File: src/rtl/regfile_reader.sv
// regfile_reader
//   Bank of DEPTH write-enabled WIDTH-bit registers plus a readout engine.
//   One rd_start pulse streams rd_count consecutive entries, starting at
//   rd_first and wrapping modulo DEPTH, over a valid/ready handshake.
//
//   state | meaning
//   ------+---------------------------------------------------
//   IDLE  | waiting for rd_start
//   SEND  | a word is presented on rd_data, waiting for rd_ready
//   DONE  | run finished; done pulses for this one cycle
//
// Ports
//   clk        rising-edge clock
//   reset      synchronous reset, active low
//   wr_enable  write strobe; entry[wr_addr] <= wr_data
//   wr_addr    write address
//   wr_data    write data
//   rd_start   one-cycle request to begin a run (honoured in IDLE only)
//   rd_first   first entry of the run
//   rd_count   words in the run (0..DEPTH)
//   rd_ready   consumer accepts the presented word
//   rd_valid   rd_data/rd_addr hold a word
//   rd_data    presented word (snapshot taken when it was loaded)
//   rd_addr    entry index of rd_data
//   rd_last    presented word is the final word of the run
//   busy       engine is in SEND
//   done       one-cycle completion pulse
module regfile_reader #(
  parameter int WIDTH  = 32,
  parameter int DEPTH  = 8,
  parameter int ADDR_W = 3
) (
  input  logic              clk,
  input  logic              reset,
  input  logic              wr_enable,
  input  logic [ADDR_W-1:0] wr_addr,
  input  logic [WIDTH-1:0]  wr_data,
  input  logic              rd_start,
  input  logic [ADDR_W-1:0] rd_first,
  input  logic [ADDR_W:0]   rd_count,
  input  logic              rd_ready,
  output logic              rd_valid,
  output logic [WIDTH-1:0]  rd_data,
  output logic [ADDR_W-1:0] rd_addr,
  output logic              rd_last,
  output logic              busy,
  output logic              done
);

  typedef enum logic [1:0] {
    S_IDLE = 2'd0,
    S_SEND = 2'd1,
    S_DONE = 2'd2
  } state_t;

  localparam logic [ADDR_W:0]   CNT_ZERO = '0;
  localparam logic [ADDR_W:0]   CNT_ONE  = (ADDR_W+1)'(1);
  localparam logic [ADDR_W:0]   CNT_TWO  = (ADDR_W+1)'(2);
  localparam logic [ADDR_W-1:0] ADDR_ONE = ADDR_W'(1);

  state_t            state;
  state_t            state_nxt;
  logic [WIDTH-1:0]  mem [DEPTH];
  logic [ADDR_W:0]   rem;
  logic              handshake;
  logic              start_run;
  logic [ADDR_W-1:0] load_addr;
  logic [WIDTH-1:0]  load_word;

  assign handshake = rd_valid & rd_ready;
  assign start_run = rd_start && (rd_count != CNT_ZERO);

  // rd_addr doubles as the run pointer; the increment wraps naturally
  // because DEPTH is a power of two.
  assign load_addr = (state == S_IDLE) ? rd_first : rd_addr + ADDR_ONE;

  // A write landing on the entry being loaded this edge is forwarded so the
  // streamed word reflects the newest value.
  assign load_word = (wr_enable && (wr_addr == load_addr)) ? wr_data : mem[load_addr];

  always_ff @(posedge clk) begin
    if (!reset) state <= S_IDLE;
    else        state <= state_nxt;
  end

  always_comb begin
    state_nxt = state;
    case (state)
      S_IDLE: begin
        if (rd_start) state_nxt = (rd_count != CNT_ZERO) ? S_SEND : S_DONE;
      end
      S_SEND: begin
        if (handshake && (rem == CNT_ONE)) state_nxt = S_DONE;
      end
      S_DONE:  state_nxt = S_IDLE;
      default: state_nxt = S_IDLE;
    endcase
  end

  always_comb begin
    busy = (state == S_SEND);
    done = (state == S_DONE);
  end

  always_ff @(posedge clk) begin
    if (!reset) begin
      for (int i = 0; i < DEPTH; i++) mem[i] <= '0;
      rd_valid <= 1'b0;
      rd_data  <= '0;
      rd_addr  <= '0;
      rd_last  <= 1'b0;
      rem      <= '0;
    end else begin
      if (wr_enable) mem[wr_addr] <= wr_data;
      case (state)
        S_IDLE: begin
          if (start_run) begin
            rem      <= rd_count;
            rd_data  <= load_word;
            rd_addr  <= load_addr;
            rd_valid <= 1'b1;
            rd_last  <= (rd_count == CNT_ONE);
          end
        end
        S_SEND: begin
          if (handshake) begin
            if (rem == CNT_ONE) begin
              rd_valid <= 1'b0;
              rd_last  <= 1'b0;
            end else begin
              rem     <= rem - CNT_ONE;
              rd_data <= load_word;
              rd_addr <= load_addr;
              rd_last <= (rem == CNT_TWO);
            end
          end
        end
        default: ;
      endcase
    end
  end

endmodule

File: config.mk
export PLATFORM = sky130hd
export DESIGN_NAME = regfile_reader
export DESIGN_NICKNAME = d
export VERILOG_FILES = /design/src/rtl/regfile_reader.sv
export SDC_FILE = /design/constraint.sdc
export NUM_CORES = 1
export LEC_CHECK = 0
export BUFFER_PORTS_ARGS = -buffer_cell sky130_fd_sc_hd__buf_4
export CAP_MARGIN = 10
export CORE_ASPECT_RATIO = 0.75
export CORE_MARGIN = 3
export CORE_UTILIZATION = 61
export CTS_CLUSTER_SIZE = 16
export DETAILED_ROUTE_END_ITERATION = 8
export GPL_ROUTABILITY_DRIVEN = 0
export PLACE_DENSITY = 0.9
export SETUP_SLACK_MARGIN = 0.02
export SYNTH_ARGS = -nofsm -noshare
export SYNTH_HDL_FRONTEND = slang
export SYNTH_SLANG_ARGS = --single-unit
export TNS_END_PERCENT = 5
File: constraint.sdc
create_clock -name clk -period 3.7 [get_ports clk]
set_clock_uncertainty 0.05 [all_clocks]
set_input_delay 0.185 -clock clk [delete_from_list [all_inputs] [get_ports clk]]
set_output_delay 0.185 -clock clk [all_outputs]
set_load 0.02 [all_outputs]
==> impl_metrics.json, run 1 <==
{
  "power.net_switching_mw": 2.01,
  "fin_tns_setup_ns": 0,
  "worst_setup_path_end_kind": "flop",
  "r2r-end": "rd_data[0]$_SDFFE_PN0P_",
  "drv_cap": 0,
  "min_to": "rem[2]$_SDFFE_PN0P_",
  "rsz0062_at_grt": "false",
  "io_pins": 86,
  "p_per_area_nw_per_um2": 498,
  "place_inst": 1386,
  "status": "complete, no violations",
  "cts_tree": "yes",
  "vias": 9413,
  "min_path_type": "in2reg",
  "layout.cells.non_filler": 1476,
  "synth.net_count": 1104,
  "synthDistinctLibCells": 45,
  "synth_commonest_cells": "and2_1, edfxtp_1, mux2_2",
  "die_w_um": 180,
  "p_clk_share_pct": 36.4,
  "switching_share_pct": 24.8,
  "core_um2": 22200,
  "hold-path-cell-count": 4,
  "synth-edff-count": 256,
  "dp_hpwl_um": 20000,
  "gr-usage-all-layers_pct": 28.9,
  "worst_pin_slew_ns": 1.11,
  "numCtsBuffers": 28,
  "clkLatencyLatePin_ns": 0.56,
  "num_rows": 47,
  "cts-root-buf": "clkbuf_16",
  "fillCellCount": 1366,
  "cts_buffer_depth": 3,
  "syn_inst": 1053,
  "pwr-share-comb_pct": 14.2,
  "ctsHtreeMaxLevel": 1,
  "drc_errors": 0,
  "synth_top_area_cell": "edfxtp_1",
  "detail_route.wl_per_cell_um": 24.4,
  "synth_seq_cells": 299,
  "arrival_ns": 3.51,
  "path_class": "reg2reg",
  "max_slew_margin_pct": 25.8,
  "synth_warnings": 0,
  "seqCellArea_um2": 8550,
  "synth_flop_cell": "edfxtp_1",
  "cts_setup_buffers": 0,
  "cp_max_fo": 18,
  "crit_path_start_kind": "flop",
  "grt_pass1_vias": 9526,
  "cts_resized": 0,
  "initial_core_util_pct": 62.5,
  "grt_start_max_net_pins": 130,
  "ys_async_sr_fraction_pct": 0,
  "synth.avg_cell_area_um2": 13.2,
  "holdWs_ns": 0.0186,
  "antenna_found_initial": 1,
  "seqPwrFrac_pct": 49.4,
  "synth_most_common_cell": "and2_1",
  "p_leak_nw": 6.26,
  "fin_crit_sh_pct": 83.3,
  "multi_input_area_um2": 5040,
  "clk_pin_slew_ns": 0.06,
  "hold_viol": 0,
  "synth_top_area_share_pct": 55.4,
  "final-max-slew-violation-count": 0,
  "wirelength_um": 36100,
  "period_needed_ns": 3.08,
  "cts_num_sinks": 299,
  "vias_per_cell": 6.38,
  "min_from": "rd_count[2]",
  "netlist_area_um2": 13900,
  "seq_area_frac_synth_pct": 61.6,
  "drt_iter0_markers": 1201,
  "utilization_pct": 72.9,
  "setup_viol_count_final": 0,
  "antenna_left": 0,
  "dr.pass1.iters": 5,
  "r2r_start": "state[0]$_SDFFE_PN0P_",
  "intPower_mw": 6.07,
  "numPortBuffers": 85,
  "grt_pass1_wl_um": 54800,
  "finalNetCount": 1211,
  "layout-drive-gt1-share_pct": 21.8,
  "regToRegSetupSlack_ns": 0.62,
  "fmaxAchievable_ghz": 0.324,
  "dieArea_um2": 24600,
  "area_delta_synth_final_pct": 16.8,
  "fp.dieH_um": 137,
  "ff2ff_path_depth": 7,
  "synth_area_leaders": "edfxtp_1, and2_1, dfxtp_1",
  "vdd_drop_max_v": 0.000380,
  "gr-total-overflow": 0,
  "required_ns": 4.12
}
-- logic make-up after synthesis --
family,share of synthesized area [%]
fa+ha+maj,0.360
compound gates,6.87
flops,61.6
mux,10.5
buf+inv,3.01
xor+xnor,0.252
simple gates,17.5
-- sequential cells by signal, summed over array words and instances (netlist names) --
name,flops
rd_data,32
rd_valid,1
rd_addr,3
state,2
rem,4
rd_last,1
mem,256
-- layer usage --
metal	track usage [%]	vias to the layer above	wire [µm]	share of wire, %
li1	-	4079	-	-
met1	39.5	4589	13700	38
met2	47.5	637	17100	47
met3	5.18	108	4160	12
met4	10.2	0	1180	3.3
met5	0	-	0	0
-- what timing repair did --
| action | in CTS | in global routing |
|---|---|---|
| endpoints found under the hold margin | 275 | 0 |
| hold buffers | 38 | 0 |
| endpoints found under the setup margin | 0 | 0 |
-- final cells by class --
| cell class | instances | area share, % |
|---|---|---|
| inverter | 3 | 0.0694 |
| clock inverter | 11 | 0.702 |
| timing repair buffer | 155 | 7.99 |
| tap | 294 | 2.27 |
| antenna | 1 | 0.0154 |
| sequential | 299 | 52.7 |
| clock buffer | 40 | 5.15 |
| multi-input combinational | 673 | 31.1 |
-- cell usage in the layout, fill, tap and decap left out, types with 2 or more instances in the layout --
cell / Yosys / final
nor3_2: 0 / 2
and3_1: 65 / 65
clkbuf_16: 0 / 28
xor2_1: 3 / 3
o21ai_0: 12 / 6
buf_12: 0 / 3
a221o_1: 32 / 32
mux2i_1: 34 / 34
ha_1: 4 / 4
nand3b_1: 2 / 2
inv_1: 3 / 3
dfxtp_1: 43 / 43
clkinv_1: 0 / 2
a21oi_1: 3 / 3
clkinv_2: 0 / 6
buf_4: 10 / 114
or2_1: 2 / 2
nand2b_1: 7 / 5
nand2_1: 8 / 8
and2_1: 259 / 259
nor3_1: 4 / 2
mux2_1: 27 / 27
a211oi_1: 33 / 33
clkbuf_1: 52 / 3
nand2b_2: 0 / 2
dlygate4sd3_1: 0 / 38
edfxtp_1: 256 / 256
nor2_1: 47 / 39
o22ai_1: 33 / 33
nor2_2: 1 / 9
o211a_1: 3 / 3
o21ai_4: 0 / 7
clkbuf_8: 0 / 9
bufinv_16: 0 / 2
nand3_1: 3 / 3
nor2b_1: 5 / 5
mux2_2: 70 / 70
-- critical path, cell delays in order (launching register included) --
cell and delay (ns):
dfxtp_1 0.63, or2_4 0.25, mux2i_4 0.31, xor2_1 0.10
and4_1 0.25, nor3b_4 0.92, buf_4 0.34, a221o_1 0.16
-- power groups by stage --
stage / clock network, mW / registers, mW / logic (mW)
global route: 3.08 / 4.01 / 1.21
finish: 2.94 / 4.00 / 1.14
floorplan: 0 / 4.10 / 0.629
CTS: 2.96 / 3.99 / 1.13
detailed placement: 0 / 4.06 / 1.08
global placement: 0 / 4.04 / 1.05
-- how the worst max path moves through the flow --
| stage | depth (start not counted) | slack [ns] | end | from |
|---|---|---|---|---|
| global route | 7 | 0.52 | rd_data[5]$_SDFFE_PN0P_ | state[0]$_SDFFE_PN0P_ |
| finish | 7 | 0.62 | rd_data[0]$_SDFFE_PN0P_ | state[0]$_SDFFE_PN0P_ |
| floorplan | 2 | 0.43 | mem[1][0]$_SDFFCE_PN0P_ | wr_addr[2] |
| CTS | 7 | 0.67 | rd_data[0]$_SDFFE_PN0P_ | state[0]$_SDFFE_PN0P_ |
| detailed placement | 7 | 0.66 | rd_data[7]$_SDFFE_PN0P_ | state[0]$_SDFFE_PN0P_ |
| global placement | 7 | 0.75 | rd_data[8]$_SDFFE_PN0P_ | state[0]$_SDFFE_PN0P_ |
-- through the flow --
stage	power, mW	worst slack [ns]	area, µm²
2_1_floorplan	4.72	0.426	13900
3_3_place_gp	5.09	0.752	14900
3_5_place_dp	5.14	0.657	14900
4_1_cts	8.08	0.668	16200
5_1_grt	8.30	0.525	16200
6_report	8.08	0.618	16200
Power figures use the tool's default switching activity.
==> inputs of run 2 (changes only) <==
CORE_UTILIZATION = 55   (was 61)
PLACE_DENSITY = 0.86   (was 0.9)
clock period = 2.7 ns   (was 3.7 ns; I/O delays follow)
==> run 2 against run 1 <==
Against the previous run: register-to-register slack worse by 0.40 ns; largest cell class unchanged; utilization down 5.5 points; combinational power up 41%; critical path type unchanged; critical endpoint is now rd_data[21]$_SDFFE_PN0P_.
==> impl_metrics.json, run 2 (synthesized netlist as in run 1, its figures left out) <==
{
  "period_needed_ns": 2.48,
  "worst_pin_slew_ns": 0.686,
  "worst_path_max_delay_cell": "a221o_1",
  "dr.pass1.iters": 6,
  "vias_per_cell": 6.07,
  "cts_setup_buffers": 0,
  "grt_start_max_net_pins": 57,
  "crit_top_cell": "buf_12",
  "dpl_worst_slack_ns": 0.242,
  "place_area_um2": 15100,
  "path_cells": "or2_4, o21ai_4, buf_12, buf_12, mux2_1, o22ai_1, a211oi_1, a221o_1",
  "io_pins": 86,
  "rsz0062_at_grt": "false",
  "cp-endpoint": "rd_data[21]$_SDFFE_PN0P_",
  "status": "complete, no violations",
  "clkLatencyLatePin_ns": 0.55,
  "clk_pin_slew_ns": 0.07,
  "arrival_ns": 2.87,
  "final_common_cell": "and2_1",
  "fillCellCount": 1691,
  "vdd_drop_max_v": 0.000446,
  "antenna_left": 0,
  "multi_input_area_um2": 5040,
  "dp_hpwl_um": 20000,
  "largest_register_ffs": 256,
  "grt_pass1_vias": 9243,
  "ctsHtreeMaxLevel": 1,
  "antenna_found_initial": 0,
  "vias": 9243,
  "utilization_pct": 67.4,
  "required_ns": 3.09,
  "holdWs_ns": 0.0324,
  "area_delta_synth_final_pct": 18.4,
  "crit_path_start_kind": "flop",
  "fin_crit_sh_pct": 91.8,
  "path_class": "reg2reg",
  "slowest_delay_ns": 0.37,
  "p_leak_nw": 6.33,
  "num_rows": 49,
  "die_w_um": 189,
  "max_slew_margin_pct": 54.2,
  "finalInstanceArea_um2": 16400,
  "regToRegSetupSlack_ns": 0.22,
  "drv_cap": 0,
  "finalNetCount": 1222,
  "wirelength_um": 35700,
  "layout-drive-gt1-share_pct": 22.0,
  "diodes": 0,
  "gr-usage-all-layers_pct": 25.8,
  "min_path_type": "in2reg",
  "mostFrequentLayoutCells": "and2_1, edfxtp_1, buf_4",
  "worst_setup_path_end_kind": "flop",
  "fmaxAchievable_ghz": 0.403,
  "detail_route.wl_per_cell_um": 23.5,
  "cts-root-buf": "clkbuf_16",
  "top_register": "mem",
  "cts_tree": "yes",
  "grt_pass1_wl_um": 53600,
  "final-max-slew-violation-count": 0,
  "p_per_area_nw_per_um2": 676,
  "dieArea_um2": 27200,
  "numCtsBuffers": 28,
  "core_um2": 24400,
  "cp_max_fo": 33,
  "cts_buffer_depth": 3,
  "drc_errors": 0,
  "cts_num_sinks": 299,
  "setup_viol_count_final": 0,
  "fp.dieH_um": 144,
  "top_regs": "mem: 256 flops, rd_data: 32 flops, rem: 4 flops",
  "r2r-end": "rd_data[21]$_SDFFE_PN0P_",
  "startpoint": "state[1]$_SDFFE_PN0P_",
  "r2r_start": "state[1]$_SDFFE_PN0P_",
  "hold_viol": 0,
  "numPortBuffers": 85,
  "ff2ff_path_depth": 8,
  "seqCellArea_um2": 8550,
  "gr-total-overflow": 0,
  "worst_slack_ns": 0.220,
  "drt_iter0_markers": 1069,
  "initial_core_util_pct": 56.9
}
-- run 2: changes by cell type in the layout (fill, tap and decap cells not counted), sizes merged --
cell,change
clkinv,-1
bufinv,+1
buf,+9
clkbuf,-1
inv,+1
dlygate4sd3,+2
diode,-1
-- run 2: layer usage --
metal | vias up | share of wire, % | global-route usage, %
met5 | - | 0 | 0
met4 | 0 | 3.1 | 10.3
met3 | 110 | 9.8 | 4.88
met2 | 507 | 46 | 40.7
met1 | 4511 | 41 | 35.8
li1 | 4115 | - | -
-- run 2: how the worst min path moves through the flow --
stage	start	endpoint	slack [ns]	depth (start not counted)
floorplan	rd_ready	state[0]$_SDFFE_PN0P_	0.20	1
global placement	rd_ready	state[0]$_SDFFE_PN0P_	0.33	2
detailed placement	rd_ready	state[0]$_SDFFE_PN0P_	0.34	2
CTS	rd_first[2]	rd_addr[2]$_SDFFE_PN0P_	0.03	4
global route	rd_first[2]	rd_addr[2]$_SDFFE_PN0P_	0.11	4
finish	rd_first[2]	rd_addr[2]$_SDFFE_PN0P_	0.03	4
-- run 2: critical path, delay by kind of cell (launching register included) --
kind | cells | cell delay, ns
AO/OA/AOI/OAI | 4 | 0.86
buffers and inverters | 2 | 0.46
flip-flops | 1 | 0.36
multiplexers | 1 | 0.35
AND/OR/NAND/NOR | 1 | 0.30
-- run 2: layout make-up --
cell class | instances | share of cell area, %
sequential | 299 | 52.0
multi-input combinational | 673 | 30.6
timing repair buffer | 166 | 9.10
clock buffer | 39 | 4.88
tap | 331 | 2.52
clock inverter | 12 | 0.814
inverter | 3 | 0.0685
-- run 2: stage by stage --
step	instances	setup TNS, ns	power, mW
2_1_floorplan	1053	-92.22	6.47
3_3_place_gp	1432	0	7.03
3_5_place_dp	1432	0	7.09
4_1_cts	1523	0	11.1
5_1_grt	1523	0	11.4
6_report	1523	0	11.1
-- run 2: timing repair --
item	4_1_cts	5_1_grt
hold endpoints to repair	295	0
hold buffers	40	0
resized for setup	0	0
-- run 2: where the power goes --
part	total [mW]	internal, mW	switching (mW)
Combinational	1.61	0.687	0.926
Clock	4.04	2.35	1.68
Sequential	5.46	5.34	0.127
